===== config.mk =====
export PLATFORM = sky130hd
export DESIGN_NAME = piso_tx
export DESIGN_NICKNAME = d
export VERILOG_FILES = /design/src/rtl/piso_tx_pkg.sv /design/src/rtl/piso_tx_bit_timer.sv /design/src/rtl/piso_tx.sv
export SDC_FILE = /design/constraint.sdc
export NUM_CORES = 1
export LEC_CHECK = 0
export BUFFER_PORTS_ARGS = -buffer_cell sky130_fd_sc_hd__buf_2
export CAP_MARGIN = 20
export CORE_AREA = 2 2 39 41
export CTS_BUF_LIST = sky130_fd_sc_hd__clkbuf_16
export CTS_CLUSTER_SIZE = 16
export DETAILED_ROUTE_END_ITERATION = 12
export DIE_AREA = 0 0 41 43
export SYNTH_ARGS = -nofsm -noshare
export SYNTH_HDL_FRONTEND = slang
export SYNTH_SLANG_ARGS = --single-unit

===== constraint.sdc =====
create_clock -name clk -period 4 [get_ports clk]
set_input_delay 0.4 -clock clk [delete_from_list [all_inputs] [get_ports clk]]
set_output_delay 0.4 -clock clk [all_outputs]
set_load 0.02 [all_outputs]

===== src/rtl/piso_tx_pkg.sv =====
// piso_tx_pkg: shared FSM states and line constants for piso_tx
package piso_tx_pkg;
  typedef enum logic [2:0] {IDLE, START, DATA, PARITY, STOP} state_t;
  localparam logic IDLE_LEVEL = 1'b1;
endpackage


===== src/rtl/piso_tx_bit_timer.sv =====
// bit_timer: counts 0..CLKS_PER_BIT-1 while enabled, tick on the wrap cycle
module bit_timer #(
  parameter int CLKS_PER_BIT = 2
) (
  input  logic clk,
  input  logic rst,
  input  logic enable,
  output logic tick
);
  localparam int CW = CLKS_PER_BIT > 1 ? $clog2(CLKS_PER_BIT) : 1;
  logic [CW-1:0] cnt_q, cnt_d;
  assign tick = enable && cnt_q == CW'(CLKS_PER_BIT - 1);
  always_comb cnt_d = (!enable || tick) ? '0 : cnt_q + 1'b1;
  always_ff @(posedge clk) begin
    if (rst) cnt_q <= '0;
    else cnt_q <= cnt_d;
  end
endmodule


===== src/rtl/piso_tx.sv =====
// piso_tx: framed parallel-to-serial transmitter; define PISO_TX_PARITY_EN for an even-parity bit
module piso_tx
  import piso_tx_pkg::*;
#(
  parameter int WIDTH        = 4,
  parameter int CLKS_PER_BIT = 2
) (
  input  logic             clk,
  input  logic             rst,
  input  logic [WIDTH-1:0] in,
  input  logic             in_valid,
  output logic             in_ready,
  output logic             sout,
  output logic             busy,
  output logic             done
);
  localparam int IW = WIDTH > 1 ? $clog2(WIDTH) : 1;
  state_t state_q, state_d;
  logic [WIDTH-1:0] shift_q, shift_d;
  logic [IW-1:0] idx_q, idx_d;
  logic sout_q, sout_d, tick, last_bit, par_bit;
  bit_timer #(.CLKS_PER_BIT(CLKS_PER_BIT)) u_timer (
    .clk   (clk),
    .rst   (rst),
    .enable(state_q != IDLE),
    .tick  (tick)
  );
  assign last_bit = idx_q == IW'(WIDTH - 1);
`ifdef PISO_TX_PARITY_EN
  logic par_q, par_d;
  assign par_d   = (state_q == IDLE && in_valid) ? ^in : par_q;
  assign par_bit = par_d;
  always_ff @(posedge clk) begin
    if (rst) par_q <= 1'b0;
    else par_q <= par_d;
  end
`else
  assign par_bit = IDLE_LEVEL;
`endif
  always_ff @(posedge clk) begin
    if (rst) begin
      state_q <= IDLE;
      shift_q <= '0;
      idx_q   <= '0;
      sout_q  <= IDLE_LEVEL;
    end else begin
      state_q <= state_d;
      shift_q <= shift_d;
      idx_q   <= idx_d;
      sout_q  <= sout_d;
    end
  end
  always_comb begin
    state_d = state_q;
    shift_d = shift_q;
    idx_d   = idx_q;
    case (state_q)
      IDLE: if (in_valid) begin
        state_d = START;
        shift_d = in;
      end
      START: if (tick) state_d = DATA;
      DATA: if (tick) begin
        shift_d = shift_q >> 1;
        idx_d   = last_bit ? '0 : idx_q + 1'b1;
`ifdef PISO_TX_PARITY_EN
        if (last_bit) state_d = PARITY;
`else
        if (last_bit) state_d = STOP;
`endif
      end
`ifdef PISO_TX_PARITY_EN
      PARITY: if (tick) state_d = STOP;
`endif
      STOP: if (tick) state_d = IDLE;
      default: state_d = IDLE;
    endcase
  end
  always_comb begin
    sout_d   = state_d == START  ? 1'b0 :
               state_d == DATA   ? shift_d[0] :
               state_d == PARITY ? par_bit : IDLE_LEVEL;
    in_ready = state_q == IDLE;
    busy     = state_q != IDLE;
    done     = state_q == STOP && tick;
    sout     = sout_q;
  end
endmodule

Word-level counts from Yosys, hierarchy flattened:

Index checks and enable logic that the tools add are counted.

* $add $sub $neg: 2
* $mul: 0
* div/mod/pow operators: 0
* order comparisons: 0
* equality and inequality tests: 8
* shift operators: 0
* muxes and demuxes: 12
* bitwise gates (word level): 0
* reduce and logical (&&, ||, !) cells: 10

Operators with widths (number)
* two-way mux 3 bit: 5
* one-hot mux 3 bit (4 select lines): 1
* two-way mux 4 bit: 2
* one-hot mux 4 bit (2 select lines): 1
* == test 3 x 1 -> 1 bit, second input constant: 2
* == test 3 x 2 -> 1 bit, second input constant: 2
* inequality test 2 bit, second input constant: 2
* == test 3 bit, second input constant: 1
* zero test 3 bit: 1
* AND reduction 3 bit: 1
* nonzero test 3 bit: 1
* adder 2 x 1 -> 2 bit, second input constant: 1
* == test 2 bit, second input constant: 1
* logical AND 1 bit: 2
* two-way mux 1 bit: 2
* two-way mux 2 bit: 1
* AND reduction 2 bit: 1
* nonzero test 2 bit: 1
* OR reduction 2 bit: 1
* adder 1 bit, second input constant: 1
* zero test 1 bit: 1
* logical OR 1 bit: 1

* register bits: 11
* latch bits: 0
* memory bits (writable): 0
* bits in read-only memories: 0
* input bits: 7
* memories kept: 0

Depth between registers and ports, before layout:

Gate-level depths: netlist of run 1.

* word-level depth: 7
* mapped depth: 5

By module:

A second synthesis of run 1 with hierarchy kept.

* cells, all modules: 57
* area, all modules: 528.0 µm²

By module, submodules not included
* piso_tx: instances 1, cells each 54, area an instance 488.0 µm², sequential area each 200.2 µm²
* bit_timer: instances 1, cells each 3, area an instance 40.0 µm², sequential area each 20.0 µm²

Worst setup path before layout of run 1:

OpenSTA, ideal clock, no wires.

* path kind: register to register
* start point: register state_q[2]
* end point: register sout_q (netlist: sout)
* library setup time: 0.114 ns
* arrival time: 1.548 ns
* slack: 2.338 ns
* cell stages (with the launch flop): 6
* buffers on the path: 1
* clock period less this slack: 1.662 ns
* cells stage by stage: dfxtp_1 > and4bb_2 > buf_6 > a22oi_2 > or4b_1 > a21o_1

* cells in the longest elaborated chain, start to end: 7
* elaborated cells on any way between the ends: 18
* classes of those cells: eq/ne: 5; mux: 10; reduce/logical: 3

Ends and longest elaborated chain
* from (decl): RTL line piso_tx.sv:18 `state_t state_q, state_d;`
* from (signal assigned): RTL line piso_tx.sv:47 `state_q <= state_d;`
* nonzero test 3 bit: RTL line piso_tx.sv:25 `.enable(state_q != IDLE),`
* logical AND 1 bit: RTL line piso_tx_bit_timer.sv:12 `assign tick = enable && cnt_q == CW'(CLKS_PER_BIT - 1);`
* two-way mux 3 bit (on tied branches): RTL line piso_tx.sv:75, piso_tx.sv:62, piso_tx.sv:63
* one-hot mux 3 bit (4 select lines): RTL line piso_tx.sv:57 `case (state_q)`
* == test 3 x 2 -> 1 bit: RTL line piso_tx.sv:81 `state_d == DATA ? shift_d[0] :`
* two-way mux 1 bit: RTL line piso_tx.sv:81
* two-way mux 1 bit (*): RTL line piso_tx.sv:80 `sout_d = state_d == START ? 1'b0 :`
* to (signal assigned): RTL line piso_tx.sv:50 `sout_q <= sout_d;`
* to (decl): RTL line piso_tx.sv:21 `logic sout_q, sout_d, tick, last_bit, par_bit;`

Mark *: on every way between the ends. The rest lies on a longest branch, timed or not. The select of a mux whose other input is x is not followed.
A chain may end at the register's enable or synchronous reset.

Worst setup path in the final report of run 1:

Ends and elaborated chain as after synthesis.

==> flow_metrics.env, run 1 <==
export IMPL_status="completed"
export IMPL_drt_pass1_iter_count=2
export IMPL_min_path_type="input pin to flip-flop"
export IMPL_synthXorXnorAreaFrac_pct=0
export IMPL_grt_pass1_vias=347
export IMPL_slew_violations=0
export IMPL_setup_worst_path_start_class="flip-flop"
export IMPL_path_max_fanout=9
export IMPL_pre_cts_slack_ps=2130
export IMPL_cp_required_ps=4130
export IMPL_htreeDepth=1
export IMPL_yosysWarningCount=0
export IMPL_path_class="flip-flop to flip-flop"
export IMPL_critical_path_arrival_ps=1990
export IMPL_power_density_nw_per_um2=512
export IMPL_antenna_found_initial=0
export IMPL_cts_root_buf="clkbuf_16"
export IMPL_cts_buffer_depth=2
export IMPL_vias=415
export IMPL_cp_top_family="simple AND/OR/NAND/NOR gates"
export IMPL_cp_cell_sequence="nor4b_2, nor3b_1, or4b_1, a21o_1"
export IMPL_avgSynthCellArea_um2=9.38
export IMPL_overflow=0
export IMPL_post_cts_setup_buffers=0
export IMPL_clock_skew_ps=3.48
export IMPL_initial_core_util_pct=36.6
export IMPL_dp_cells=78
export IMPL_holdBufCountCts=0
export IMPL_cts_made_buffers=3
export IMPL_synth_compound_area_share_pct=14.6
export IMPL_syn_inst=54
export IMPL_fin_nets=75
export IMPL_cp_slowest_stage_delay_ps=610
export IMPL_ys_types=25
export IMPL_setup_worst_path_end_class="flip-flop"
export IMPL_hold_viol=0
export IMPL_final_layout_size_suffix_gt1_share_pct=24.2
export IMPL_irDropWorstVdd_v=0.000262
export IMPL_syn_cell_area_um2=507
export IMPL_tns_ps=0
export IMPL_area_growth_syn_to_layout_pct=26.4
export IMPL_fin_ws_ps=2140
export IMPL_hpwl_um=648
export IMPL_io_pins=11
export IMPL_clkLatencyLatePin_ps=240
export IMPL_slew_headroom_pct=58.9
export IMPL_synth_fa_ha_area_share_pct=2.47
export IMPL_fin_area_um2=641
export IMPL_max_freq_mhz=538
export IMPL_grt_setup_unrepaired="false"
export IMPL_via_per_inst=5.06
export IMPL_synth_top_family_by_area="simple AND/OR/NAND/NOR gates"
export IMPL_cap_viol_max_count=0
export IMPL_critPathSlowestCell="nor4b_2"
export IMPL_nFillCells=142
export IMPL_die_w_um=41
export IMPL_cp_buffers_inverters=0
export IMPL_synth_seq_cells=11
export IMPL_numClockSinks=11
export IMPL_ctsResizeCount=0
export IMPL_num_rows=14
export IMPL_stdcell_count=82
export IMPL_period_share_pct=46.5
export IMPL_avgRoutedWirePerCell_um=11.1
export IMPL_portBuffers=10
export IMPL_clk_pin_slew_ps=40
export IMPL_synthSimpleGateAreaFrac_pct=31.1
export IMPL_ant_nets=0
export IMPL_setup_viol=0
export IMPL_dr_first_iter_drc_count=5
export IMPL_power_leakage_uw=0.000272
export IMPL_yosys_mux_area_fraction_pct=3.95
export IMPL_cts_tree="yes"
export IMPL_hold_ws_ps=423
export IMPL_worst_slew_pin_slew_ps=615
export IMPL_wirelength_um=910
export IMPL_gp_congestion=0.700
export IMPL_drc_errors=0
export IMPL_grt_pass1_wl_um=1390
export IMPL_ys_seq_area_share_pct=43.5
export IMPL_min_period_ps=1860
export IMPL_synth_nets=62
export IMPL_grt_max_degree=12
export IMPL_place_area_um2=562
export IMPL_grt_use_total_pct=12.1
export IMPL_n_antenna_cell=0
export IMPL_die_y_um=43
export IMPL_dieArea_um2=1760
export IMPL_core_um2=1380
==> tightest hold or removal path: stages <==
cell	delay, ps
buf_2	80
a22oi_1	60
nor2_1	80
==> cells by family after synthesis <==
kind of cell / count (synthesis)
buffers and inverters: 4
AO/OA/AOI/OAI: 11
flip-flops: 11
multiplexers: 2
adder cells (fa/ha/maj): 1
AND/OR/NAND/NOR: 25
==> layout by cell type (no fill, tap or decap), drive strengths merged <==
cell type,instances
ha,1
mux2i,2
clkbuf,3
nor4bb,1
dfxtp,11
nand2,4
or3,2
a21oi,4
nor2,7
o21ai,1
nor4b,1
nor3b,2
buf,10
a21o,1
and4bb,1
a31oi,1
nor2b,1
or4b,1
nand2b,1
a22oi,4
and3b,1
nor3,2
and4b,1
inv,3
==> flip-flops by register name, indices dropped and copies added, names as in the netlist <==
name / cells
u_timer.cnt_q: 1
sout: 1
idx_q: 2
state_q: 3
shift_q: 4
==> routing by layer <==
layer  GRT usage (%)  vias up  routed length (um)
met5               0        -                   0
met4            8.00        0                  12
met3            6.28        2                  54
met2            15.9       10                 414
met1            14.7      184                 429
li1                -      219                   -
==> power by group <==
part,switching (uW),internal (uW)
sequential,5.16,116
combinational,16.8,13.3
clock,45.9,131
total,67.9,260
==> per-stage QoR <==
step / util (%) / total power (uW)
floorplan: - / 143
global placement: 40.6 / 153
detailed placement: 40.6 / 154
CTS: 46.3 / 333
global route: 46.3 / 345
finish: 46.3 / 328
==> cells in the mapped netlist <==
cell | instances | area, um^2
dfxtp_1 | 11 | 220
nand2_1 | 4 | 15.0
or3_1 | 2 | 12.5
nor2b_1 | 1 | 6.26
and4b_1 | 1 | 10.0
buf_6 | 1 | 11.3
nor3_1 | 2 | 10.0
nor2_1 | 7 | 26.3
and3b_1 | 1 | 8.76
a22oi_1 | 3 | 22.5
nor4bb_1 | 1 | 10.0
mux2i_1 | 2 | 20.0
a22oi_2 | 1 | 12.5
a21oi_1 | 4 | 20.0
nor4b_2 | 1 | 15.0
o21ai_0 | 1 | 5.00
inv_1 | 2 | 7.51
a31oi_1 | 1 | 6.26
ha_1 | 1 | 12.5
clkbuf_1 | 1 | 3.75
or4b_1 | 1 | 10.0
a21o_1 | 1 | 7.51
nor3b_1 | 2 | 15.0
nand2b_1 | 1 | 6.26
and4bb_2 | 1 | 12.5
==> path summary, 6_finish.rpt <==
| kind | slack (ps) | cells after the start | end | start |
|---|---|---|---|---|
| setup / recovery | 2140 | 4 | sout | state_q[2] |
| hold / removal | 420 | 3 | shift_q[3] | in[3] |
| setup reg to reg | 2140 | 4 | sout | state_q[2] |
| hold reg to reg | 460 | 2 | shift_q[2] | shift_q[2] |
==> final cells by class <==
| cell class | count | area [um^2] | area share, % |
|---|---|---|---|
| multi-input cells | 39 | 264 | 41.2 |
| well taps | 16 | 20.0 | 3.13 |
| inverters | 2 | 7.51 | 1.17 |
| clock buffers | 3 | 75.1 | 11.7 |
| flip-flops and latches | 11 | 220 | 34.4 |
| repair buffers | 10 | 50.0 | 7.81 |
| clock inverters | 1 | 3.75 | 0.586 |
Note: power is estimated with default switching activity, not from simulation.
==> run 2, diff against run 1 <==
Clock period 4 ns to 1.49 ns, I/O delays scaled along.
==> run 2 against run 1 <==
  * Clock power grew to 2.8 times the previous value
  * Clock-buffer cell count did not move
  * Sequential power rose to 2.7 times the previous value
  * Die area unchanged
  * Final cell count rose by 12%
  * Critical path depth stayed put
  * Highest routed layer unchanged
  * Via count increased by 12%
  * First-iteration DRC count decreased by 80%
  * Sequential share of layout area is 3.3 points lower
  * Setup slack worse by 2200 ps
  * Worst hold slack worse by 240 ps
  * Largest cell class unchanged
  * The run now ends with negative setup slack left
  * Maximum frequency up 23%
==> flow_metrics.env, run 2 (synthesis gave the netlist of run 1 again) <==
export IMPL_die_w_um=41
export IMPL_top_regs="shift_q: 4 flops, state_q: 3 flops, idx_q: 2 flops"
export IMPL_ant_nets=0
export IMPL_final_common_cell="buf_4"
export IMPL_avgRoutedWirePerCell_um=12.0
export IMPL_fin_ws_ps=-18.1
export IMPL_numClockSinks=11
export IMPL_vias=466
export IMPL_n_antenna_cell=0
export IMPL_htreeDepth=1
export IMPL_final_cell_mix="11 x buf_4, 9 x buf_2, 7 x nor2_1, 7 x dfxtp_1"
export IMPL_core_um2=1380
export IMPL_clock_skew_ps=4.17
export IMPL_critical_path_arrival_ps=1640
export IMPL_path_class="flip-flop to flip-flop"
export IMPL_drt_pass1_iter_count=3
export IMPL_fin_nets=85
export IMPL_largest_reg_flops=4
export IMPL_via_per_inst=5.07
export IMPL_grt_setup_unrepaired="true"
export IMPL_drc_errors=0
export IMPL_power_density_nw_per_um2=1240
export IMPL_dr_first_iter_drc_count=1
export IMPL_portBuffers=10
export IMPL_setup_worst_path_start_class="flip-flop"
export IMPL_min_period_ps=1510
export IMPL_top_register="shift_q"
export IMPL_antenna_found_initial=0
export IMPL_hpwl_um=781
export IMPL_post_cts_setup_buffers=0
export IMPL_cts_tree="yes"
export IMPL_cp_required_ps=1620
export IMPL_place_area_um2=654
export IMPL_area_growth_syn_to_layout_pct=46.4
export IMPL_grt_pass1_wl_um=1950
export IMPL_max_freq_mhz=663
export IMPL_cts_root_buf="clkbuf_16"
export IMPL_setup_worst_path_end_class="flip-flop"
export IMPL_worst_slew_pin_slew_ps=304
export IMPL_grt_max_degree=12
export IMPL_cts_made_buffers=3
export IMPL_tns_ps=-18.1
export IMPL_path_max_fanout=4
export IMPL_io_pins=11
export IMPL_hold_viol=0
export IMPL_grt_use_total_pct=16.8
export IMPL_status="complete, but fails checks"
export IMPL_min_path_type="input pin to flip-flop"
export IMPL_cap_viol_max_count=0
export IMPL_initial_core_util_pct=36.6
export IMPL_die_y_um=43
export IMPL_dieArea_um2=1760
export IMPL_power_leakage_uw=0.000333
export IMPL_violations="negative setup slack"
export IMPL_grt_pass1_vias=453
export IMPL_wirelength_um=1110
export IMPL_num_rows=14
export IMPL_final_layout_size_suffix_gt1_share_pct=42.1
export IMPL_clk_pin_slew_ps=40
export IMPL_fin_area_um2=742
export IMPL_slew_headroom_pct=79.5
export IMPL_slew_violations=0
export IMPL_overflow=0
export IMPL_clkLatencyLatePin_ps=240
export IMPL_cts_buffer_depth=2
export IMPL_period_share_pct=101
export IMPL_irDropWorstVdd_v=0.000685
export IMPL_setup_viol=1
export IMPL_gp_congestion=0.730
## run 2: path summary, 6_finish.rpt
kind / from / to / slack, ps / cells past startpoint
worst min-delay path: in[3] / shift_q[3] / 180 / 3
worst min register to register: u_timer.cnt_q / u_timer.cnt_q / 460 / 1
worst max register to register: state_q[2] / sout / -20 / 4
worst max-delay path: state_q[2] / sout / -20 / 4
## run 2: where the power goes
part | switching [uW] | internal [uW]
clock | 138 | 353
combinational | 52.9 | 55.4
sequential | 13.2 | 311
total | 204 | 719
## run 2: repair_timing
action / CTS / global route
endpoints found under the setup margin: 2 / 2
resized for setup: 1 / 3
hold buffers: 0 / 0
## run 2: stage by stage
step                      utilization, %  hold WS, ps  worst slack [ps]  total power (uW)  cells
after floorplan                        -          310             -89.5               387     54
after global routing                53.6          221              -120               959     92
after global placement              47.3          406              2.11               430     88
after detailed placement            47.3          405             -18.3               431     88
final                               53.6          179             -18.1               923     92
after CTS                           53.2          169             -30.9               927     92
## run 2: metal layers
| layer | wire [um] | vias up | global-route usage (%) |
|---|---|---|---|
| met1 | 516 | 209 | 21.1 |
| met3 | 56 | 3 | 4.71 |
| met4 | 28 | 0 | 10.0 |
| met5 | 0 | - | 0 |
| li1 | - | 243 | - |
| met2 | 504 | 11 | 24.4 |
## run 2: cell type report
| cell class | count | area [um^2] |
|---|---|---|
| Clock inverter | 1 | 3.75 |
| Tap cell | 16 | 20.0 |
| Sequential cell | 11 | 230 |
| Fill cell | 133 | 642 |
| Timing Repair Buffer | 20 | 128 |
| Multi-Input combinational cell | 39 | 278 |
| Clock buffer | 3 | 75.1 |
| Inverter | 2 | 7.51 |
## run 2: critical path, cell delays in order (launching register included)
cell and delay (ps):
dfxtp_4 360, and4bb_2 270, a22oi_2 170, or4b_1 440, a21o_1 170
==> run 3, diff against run 2 <==
Clock period 1.49 ns to 1.4 ns, I/O delays scaled along.
==> run 3 against run 2 <==
  * The run still ends with negative setup slack left
  * Sequential cell count stayed put
  * Sequential share of layout area is 2.6 points lower
  * Clock skew is 2.3 ps lower
  * Critical path depth stayed put
  * Clock-buffer cell count stayed put
  * Setup slack worse by 86 ps
  * Utilization is 4.5 points higher
  * Non-clock buffer count is 4 higher
  * Clock power is 6.1% higher
  * Sequential power is 6% higher
==> flow_metrics.env, run 3 (synthesis gave the netlist of run 1 again) <==
export IMPL_gp_congestion=0.721
export IMPL_met1_length_um=537
export IMPL_fin_ws_ps=-104
export IMPL_numClockSinks=11
export IMPL_io_pins=11
export IMPL_critical_path_arrival_ps=1630
export IMPL_hold_viol=0
export IMPL_ant_nets=0
export IMPL_fin_nets=89
export IMPL_irDropWorstVdd_v=0.000708
export IMPL_top_regs="shift_q: 4 flops, state_q: 3 flops, idx_q: 2 flops"
export IMPL_grt_max_degree=12
export IMPL_power_density_nw_per_um2=1250
export IMPL_cap_viol_max_count=0
export IMPL_slew_headroom_pct=78.8
export IMPL_die_w_um=41
export IMPL_cts_made_buffers=3
export IMPL_cp_top_family="simple AND/OR/NAND/NOR gates"
export IMPL_grt_setup_unrepaired="true"
export IMPL_wirelength_um=1130
export IMPL_initial_core_util_pct=36.6
export IMPL_final_common_cell="buf_4"
export IMPL_dr_first_iter_drc_count=6
export IMPL_place_area_um2=677
export IMPL_setup_worst_path_start_class="flip-flop"
export IMPL_grt_use_total_pct=16.1
export IMPL_core_um2=1380
export IMPL_largest_reg_flops=4
export IMPL_overflow=0
export IMPL_holdBufCountCts=0
export IMPL_min_path_type="input pin to flip-flop"
export IMPL_fin_area_um2=805
export IMPL_htreeDepth=1
export IMPL_num_rows=14
export IMPL_min_period_ps=1500
export IMPL_wl_met3_um=49
export IMPL_area_growth_syn_to_layout_pct=58.8
export IMPL_nFillCells=130
export IMPL_worst_slew_pin_slew_ps=314
export IMPL_die_y_um=43
export IMPL_final_layout_size_suffix_gt1_share_pct=47.5
export IMPL_cp_cell_sequence="and4bb_2, a22oi_2, or4b_1, a21o_1"
export IMPL_drc_errors=0
export IMPL_max_freq_mhz=665
export IMPL_cp_buffers_inverters=0
export IMPL_cts_root_buf="clkbuf_16"
export IMPL_met2_length_um=530
export IMPL_power_leakage_uw=0.000356
export IMPL_clkLatencyLatePin_ps=240
export IMPL_p_total_uw=1010
export IMPL_portBuffers=10
export IMPL_path_max_fanout=4
export IMPL_cp_required_ps=1530
export IMPL_status="complete, but fails checks"
export IMPL_setup_worst_path_end_class="flip-flop"
export IMPL_slew_violations=0
export IMPL_grt_pass1_vias=452
export IMPL_violations="negative setup slack"
export IMPL_via_per_inst=4.94
export IMPL_hpwl_um=773
export IMPL_vias=474
export IMPL_grt_pass1_wl_um=1860
export IMPL_dieArea_um2=1760
export IMPL_clk_pin_slew_ps=40
export IMPL_avgRoutedWirePerCell_um=11.8
export IMPL_antenna_found_initial=0
export IMPL_top_layer="met4"
export IMPL_period_share_pct=107
export IMPL_drt_pass1_iter_count=4
export IMPL_path_class="flip-flop to flip-flop"
export IMPL_final_cell_mix="15 x buf_4, 8 x dfxtp_1, 7 x buf_2"
export IMPL_top_register="shift_q"
export IMPL_critPathSlowestCell="or4b_1"
export IMPL_cts_tree="yes"
export IMPL_cp_slowest_stage_delay_ps=440
export IMPL_cts_buffer_depth=2
export IMPL_setup_viol=3
export IMPL_n_antenna_cell=0
export IMPL_clock_skew_ps=1.91
## run 3: where the power goes
group	internal [uW]	leakage (uW)	switching, uW	total (uW)
Sequential	330	0.0000919	12.3	342
Clock	378	0.0000409	143	521
Combinational	78.1	0.000223	65.5	144
## run 3: path summary, 6_finish.rpt
path	startpoint	end	slack, ps	cells after the start
max	state_q[2]	sout	-100	4
min	in[3]	shift_q[3]	160	3
max reg2reg	state_q[2]	sout	-100	4
min reg2reg	shift_q[2]	shift_q[2]	450	2
## run 3: worst reg2reg max path, stage by stage, from the launching register on
cell and delay (ps):
dfxtp_4 360, and4bb_2 270, a22oi_2 170, or4b_1 440, a21o_1 160
## run 3: area by class of cell
type,count,area [um^2],share of cell area (%)
multi-input cells,39,295,36.7
clock inverters,1,5.00,0.622
well taps,16,20.0,2.49
repair buffers,24,170,21.2
inverters,2,10.0,1.24
clock buffers,3,75.1,9.33
flip-flops and latches,11,229,28.5
## run 3: repair_timing
action,CTS,global route
gates resized for setup,6,5
setup buffers,1,0
setup endpoints to repair,3,5
## run 3: stage by stage
stage | utilization, % | cells | TNS (ps) | hold WS [ps] | worst slack, ps
floorplan | - | 54 | -180 | 301 | -180
global placement | 48.9 | 91 | -80.8 | 396 | -80.8
detailed placement | 48.9 | 91 | -90.4 | 408 | -90.4
CTS | 56.5 | 96 | -155 | 161 | -108
global route | 58.1 | 96 | -347 | 188 | -196
finish | 58.1 | 96 | -181 | 160 | -104
## run 3: routing by layer
layer | track usage (%) | vias to the layer above
li1 | - | 247
met1 | 18.0 | 215
met2 | 25.3 | 10
met3 | 6.28 | 2
met4 | 8.00 | 0
met5 | 0 | -
